## src/rtl/gen_skid_buffer.sv

```systemverilog
// gen_skid_buffer: two-entry ready/valid slice with registered storage.
// Define GEN_SKID_BUFFER_BYPASS_EN for a combinational enq->deq path while empty.
module gen_skid_buffer #(
  parameter int DW = 32,
  parameter logic [DW-1:0] rstValue = {DW{1'b0}}
) (
  input  logic          CLK,
  input  logic          RSTn,
  input  logic          flush,
  input  logic          enq_valid,
  output logic          enq_ready,
  input  logic [DW-1:0] enq_data,
  output logic          deq_valid,
  input  logic          deq_ready,
  output logic [DW-1:0] deq_data,
  output logic [1:0]    count
);
  typedef enum logic [1:0] {EMPTY = 2'd0, ONE = 2'd1, FULL = 2'd2} state_t;
  state_t state, state_nx;
  logic [DW-1:0] main_q, skid_q;
  logic enq_fire, deq_fire, load_main, load_skid, from_skid;
  assign enq_ready = (state != FULL) & !flush;
`ifdef GEN_SKID_BUFFER_BYPASS_EN
  logic bypass;
  assign bypass    = (state == EMPTY) & !flush;
  assign deq_valid = bypass ? enq_valid : (state != EMPTY) & !flush;
  assign deq_data  = bypass ? enq_data : main_q;
`else
  assign deq_valid = (state != EMPTY) & !flush;
  assign deq_data  = main_q;
`endif
  assign enq_fire = enq_valid & enq_ready;
  assign deq_fire = deq_valid & deq_ready;
  assign count    = state;
  always_comb begin
    state_nx  = state;
    load_main = 1'b0;
    load_skid = 1'b0;
    from_skid = 1'b0;
    if (flush) state_nx = EMPTY;
    else begin
      unique case (state)
        EMPTY: begin
          // an enq consumed in the same cycle (bypass) never lands in storage
          load_main = enq_fire & !deq_fire;
          state_nx  = load_main ? ONE : EMPTY;
        end
        ONE: begin
          load_main = enq_fire & deq_fire;
          load_skid = enq_fire & !deq_fire;
          state_nx  = load_skid ? FULL : (deq_fire & !enq_fire) ? EMPTY : ONE;
        end
        FULL: begin
          load_main = deq_fire;
          from_skid = deq_fire;
          state_nx  = deq_fire ? ONE : FULL;
        end
        default: state_nx = EMPTY;
      endcase
    end
  end
  always_ff @(posedge CLK or negedge RSTn) begin
    if (!RSTn) begin
      state  <= EMPTY;
      main_q <= rstValue;
      skid_q <= rstValue;
    end else begin
      state <= state_nx;
      if (load_main) main_q <= from_skid ? skid_q : enq_data;
      if (load_skid) skid_q <= enq_data;
    end
  end
endmodule

```

## config.mk

```make
export PLATFORM = sky130hd
export DESIGN_NAME = gen_skid_buffer
export DESIGN_NICKNAME = d
export VERILOG_FILES = /design/src/rtl/gen_skid_buffer.sv
export SDC_FILE = /design/constraint.sdc
export NUM_CORES = 1
export LEC_CHECK = 0
export CAP_MARGIN = 20
export CORE_MARGIN = 3
export CORE_UTILIZATION = 49
export DETAILED_ROUTE_END_ITERATION = 6
export PLACE_DENSITY = 0.76
export REMOVE_ABC_BUFFERS = 1
export SLEW_MARGIN = 20
export SYNTH_ARGS = -nofsm -noshare
export SYNTH_HDL_FRONTEND = slang
export SYNTH_SLANG_ARGS = --single-unit
```

## constraint.sdc

```tcl
create_clock -name CLK -period 2.7 [get_ports CLK]
set_clock_uncertainty 0.1 [all_clocks]
set_input_delay 0.81 -clock CLK [delete_from_list [all_inputs] [get_ports CLK]]
set_output_delay 0.81 -clock CLK [all_outputs]
set_load 0.01 [all_outputs]
```

==> qor.tcl <==
set qor(post-route-period-util_pct) 94.8
set qor(setup_repair_after_global_routing_missed_its_margin) {false}
set qor(crit_path_start_kind) {input port}
set qor(hold_violations) 0
set qor(timing.setup.critical_path_class) {input port to flop}
set qor(clock-root-buffer) {sky130_fd_sc_hd__clkbuf_8}
set qor(vias_per_cell) 5.26
set qor(min_period_ns) 2.56
set qor(wire_length_of_the_first_global_routing_pass_um) 10500
set qor(path_max_fanout) 17
set qor(num_vias) 1873
set qor(final_max_slew_viol_count) 0
set qor(swShare_pct) 23.7
set qor(leakage_nw) 1.78
set qor(route.detailed.wl_per_inst_um) 17.3
set qor(ys_warn_count) 0
set qor(worst-r2r-setup-slack_ns) 0.27
set qor(worst_max_slew_pin_slew_ns) 0.439
set qor(critical-path-top-cell-by-count) {sky130_fd_sc_hd__mux2_2}
set qor(drt_pass1_iterations) 3
set qor(cts.reportedPaths.clkPinSlew_ns) 0.07
set qor(layout.nets) 318
set qor(diodes) 0
set qor(worst-r2r-cell-count) 9
set qor(arrival_ns) 2.67
set qor(reg_to_reg_start) {count[1]}
set qor(grt_max_degree) 55
set qor(drt-total-wl_um) 6180
set qor(worst_slack_ns) 0.140
set qor(initialDrtViolationCount) 49
set qor(power_frac_seq_pct) 44.0
set qor(detailedPlace.worstSlack_ns) -0.267
set qor(dieHeight_um) 84.4
set qor(ys_seq_elements) 66
set qor(synth_area_sq_um) 3010
set qor(timing.final.setup_violations) 0
set qor(n_fill_cell) 392
set qor(global_route.overflow_total) 0
set qor(io_pins) 73
set qor(most-common-layout-cells) {87 x sky130_fd_sc_hd__mux2_2, 68 x sky130_fd_sc_hd__clkdlybuf4s50_1, 66 x sky130_fd_sc_hd__dfrtp_1}
set qor(syn_to_final_growth_pct) 37.9
set qor(crit_path_top_delay_cell) {sky130_fd_sc_hd__clkdlybuf4s50_1}
set qor(post-dp-hpwl_um) 4060
set qor(die_x_um) 84.4
set qor(peakVddDrop_uv) 499
set qor(layout-drive-gt1-share_pct) 44.7
set qor(setup.worst_path.end_class) {flop}
set qor(power.net_switching_mw) 0.753
set qor(detail_route.drc_violations) 0
set qor(worst_skew_pair.late_latency_ns) 0.33
set qor(critical_path.cell_chain) {clkdlybuf4s50_1 -> nor4bb_4 -> buf_4 -> buf_12 -> mux2_2 -> mux2_2}
set qor(post_synth_inst_count) 194
set qor(slew-limit-headroom_pct) 70.7
set qor(yosys.cell_types.count) 18
set qor(timing.hold.worst.class) {input port to asynchronous set/reset pin}
set qor(grt_pass1_vias) 2008
set qor(floorplan.die_area_sq_um) 7120
set qor(core-area_sq_um) 5710
set qor(placementRows) 27
set qor(totalNegativeSetupSlack_ns) 0
set qor(port_buffers) 72
set qor(power_report.internal_total_mw) 2.43
set qor(max_cap_violations) 0
set qor(reg2reg_to) {skid_q[13]}
set qor(numCtsBuffers) 9
set qor(routability_congestion) 0.715
set qor(total_number_of_clock_tree_sinks) 66
set qor(critical_path_required_ns) 2.81
set qor(tritoncts) {done}
set qor(power_frac_comb_pct) 24.0
set qor(htreeDepth) 3
set qor(outcome) {complete, no violations}
set qor(power_per_cell_area_nw_per_um2) 766
set qor(worst_hold_check_slack_ns) 0.281
set qor(synthesis.area_per_instance_sq_um) 15.5
set qor(mostFrequentLayoutCell) {sky130_fd_sc_hd__mux2_2}
set qor(pwr-share-clk_pct) 32.0
set qor(grt_usage_pct) 18.4
set qor(buffer_levels_on_the_longest_clock_path) 2
set qor(initial_utilization_pct) 52.8
set qor(final_antenna_net_count) 0
set qor(share_of_the_yosys_chip_area_belonging_to_registers_pct) 54.8
set qor(fmaxAchievable_mhz) 391
set qor(critPathMaxStageDelay_ns) 0.56
set qor(report.power.total_mw) 3.18
set qor(antenna_found_initial) 0
-- layer usage --
metal	vias to the layer above	track usage, %	part of all wire, %
met1	948	26.2	47
met3	9	5.10	5.4
met2	57	27.5	47
li1	859	-	-
met5	-	0	0
met4	0	6.04	1.0
-- how the worst max path moves through the flow --
| stage | start | to | slack (ns) |
|---|---|---|---|
| after floorplan | flush | deq_data[0] | -1.14 |
| final | deq_ready | deq_data[28] | 0.14 |
| after detailed placement | flush | deq_data[30] | -0.27 |
| after CTS | flush | deq_valid | 0.05 |
| after global routing | deq_ready | deq_data[28] | 0.09 |
| after global placement | flush | deq_data[26] | -0.23 |
-- area by class of cell --
cell class | instances | area [sq um] | share of cell area [%]
sequential | 66 | 1650 | 39.8
multi-input combinational | 118 | 1280 | 30.9
timing repair buffer | 84 | 877 | 21.1
clock buffer | 11 | 151 | 3.65
clock inverter | 5 | 100 | 2.41
tap | 72 | 90.1 | 2.17
-- kinds of logic (layout without fill, tap and decap cells) --
family          count (synthesis)  after routing  synth area share (%)
simple gates                   15             15                  2.99
compound gates                  4              4                  1.08
mux                            97             97                  36.9
fa+ha+maj                       2              2                 0.831
buf+inv                        10            100                  3.37
flops                          66             66                  54.8
-- cells in the mapped netlist --
library cell	instances	area, sq um
sky130_fd_sc_hd__a21o_1	1	7.51
sky130_fd_sc_hd__a21o_4	1	15.0
sky130_fd_sc_hd__a21oi_1	2	10.0
sky130_fd_sc_hd__and2_1	2	12.5
sky130_fd_sc_hd__and2b_1	1	7.51
sky130_fd_sc_hd__buf_4	3	22.5
sky130_fd_sc_hd__buf_6	7	78.8
sky130_fd_sc_hd__dfrtp_1	66	1650
sky130_fd_sc_hd__ha_1	2	25.0
sky130_fd_sc_hd__mux2_1	5	56.3
sky130_fd_sc_hd__mux2_2	87	980
sky130_fd_sc_hd__mux2_4	5	75.1
sky130_fd_sc_hd__nand2_1	2	7.51
sky130_fd_sc_hd__nand2b_1	2	12.5
sky130_fd_sc_hd__nand3b_1	1	7.51
sky130_fd_sc_hd__nor2_1	5	18.8
sky130_fd_sc_hd__nor4bb_2	1	16.3
sky130_fd_sc_hd__or2b_1	1	7.51
-- flip-flops by register name, summed over array words and instances (netlist names) --
register	flops
count	2
skid_q	32
deq_data	32
-- per-stage QoR --
step	area [sq um]	utilization (%)	cells
2_1_floorplan	2910	-	184
3_3_place_gp	3860	67.6	338
3_5_place_dp	3860	67.6	338
4_1_cts	4110	71.9	354
5_1_grt	4150	72.7	356
6_report	4150	72.7	356
-- power groups by stage --
stage	combinational [mW]	sequential [mW]	clock (mW)
4_1_cts	0.773	1.40	1.04
6_report	0.763	1.40	1.02
3_5_place_dp	0.767	1.41	0
5_1_grt	0.816	1.43	1.10
2_1_floorplan	0.295	1.44	0
3_3_place_gp	0.746	1.40	0
-- worst max-delay path, delay by kind of cell --
kind / cells / cell delay (ns)
mux: 2 / 0.62
simple gates: 1 / 0.34
buf+inv: 3 / 0.89
-- what timing repair did --
action | in CTS | in global routing
gates cloned | 0 | 1
buffers inserted | 0 | 1
hold buffers | 0 | 0
setup endpoints to repair | 2 | 19
gates resized for setup | 2 | 5
hold endpoints to repair | 0 | 0
pin swaps | 0 | 2
No activity file was read; power rests on OpenSTA's default activity.
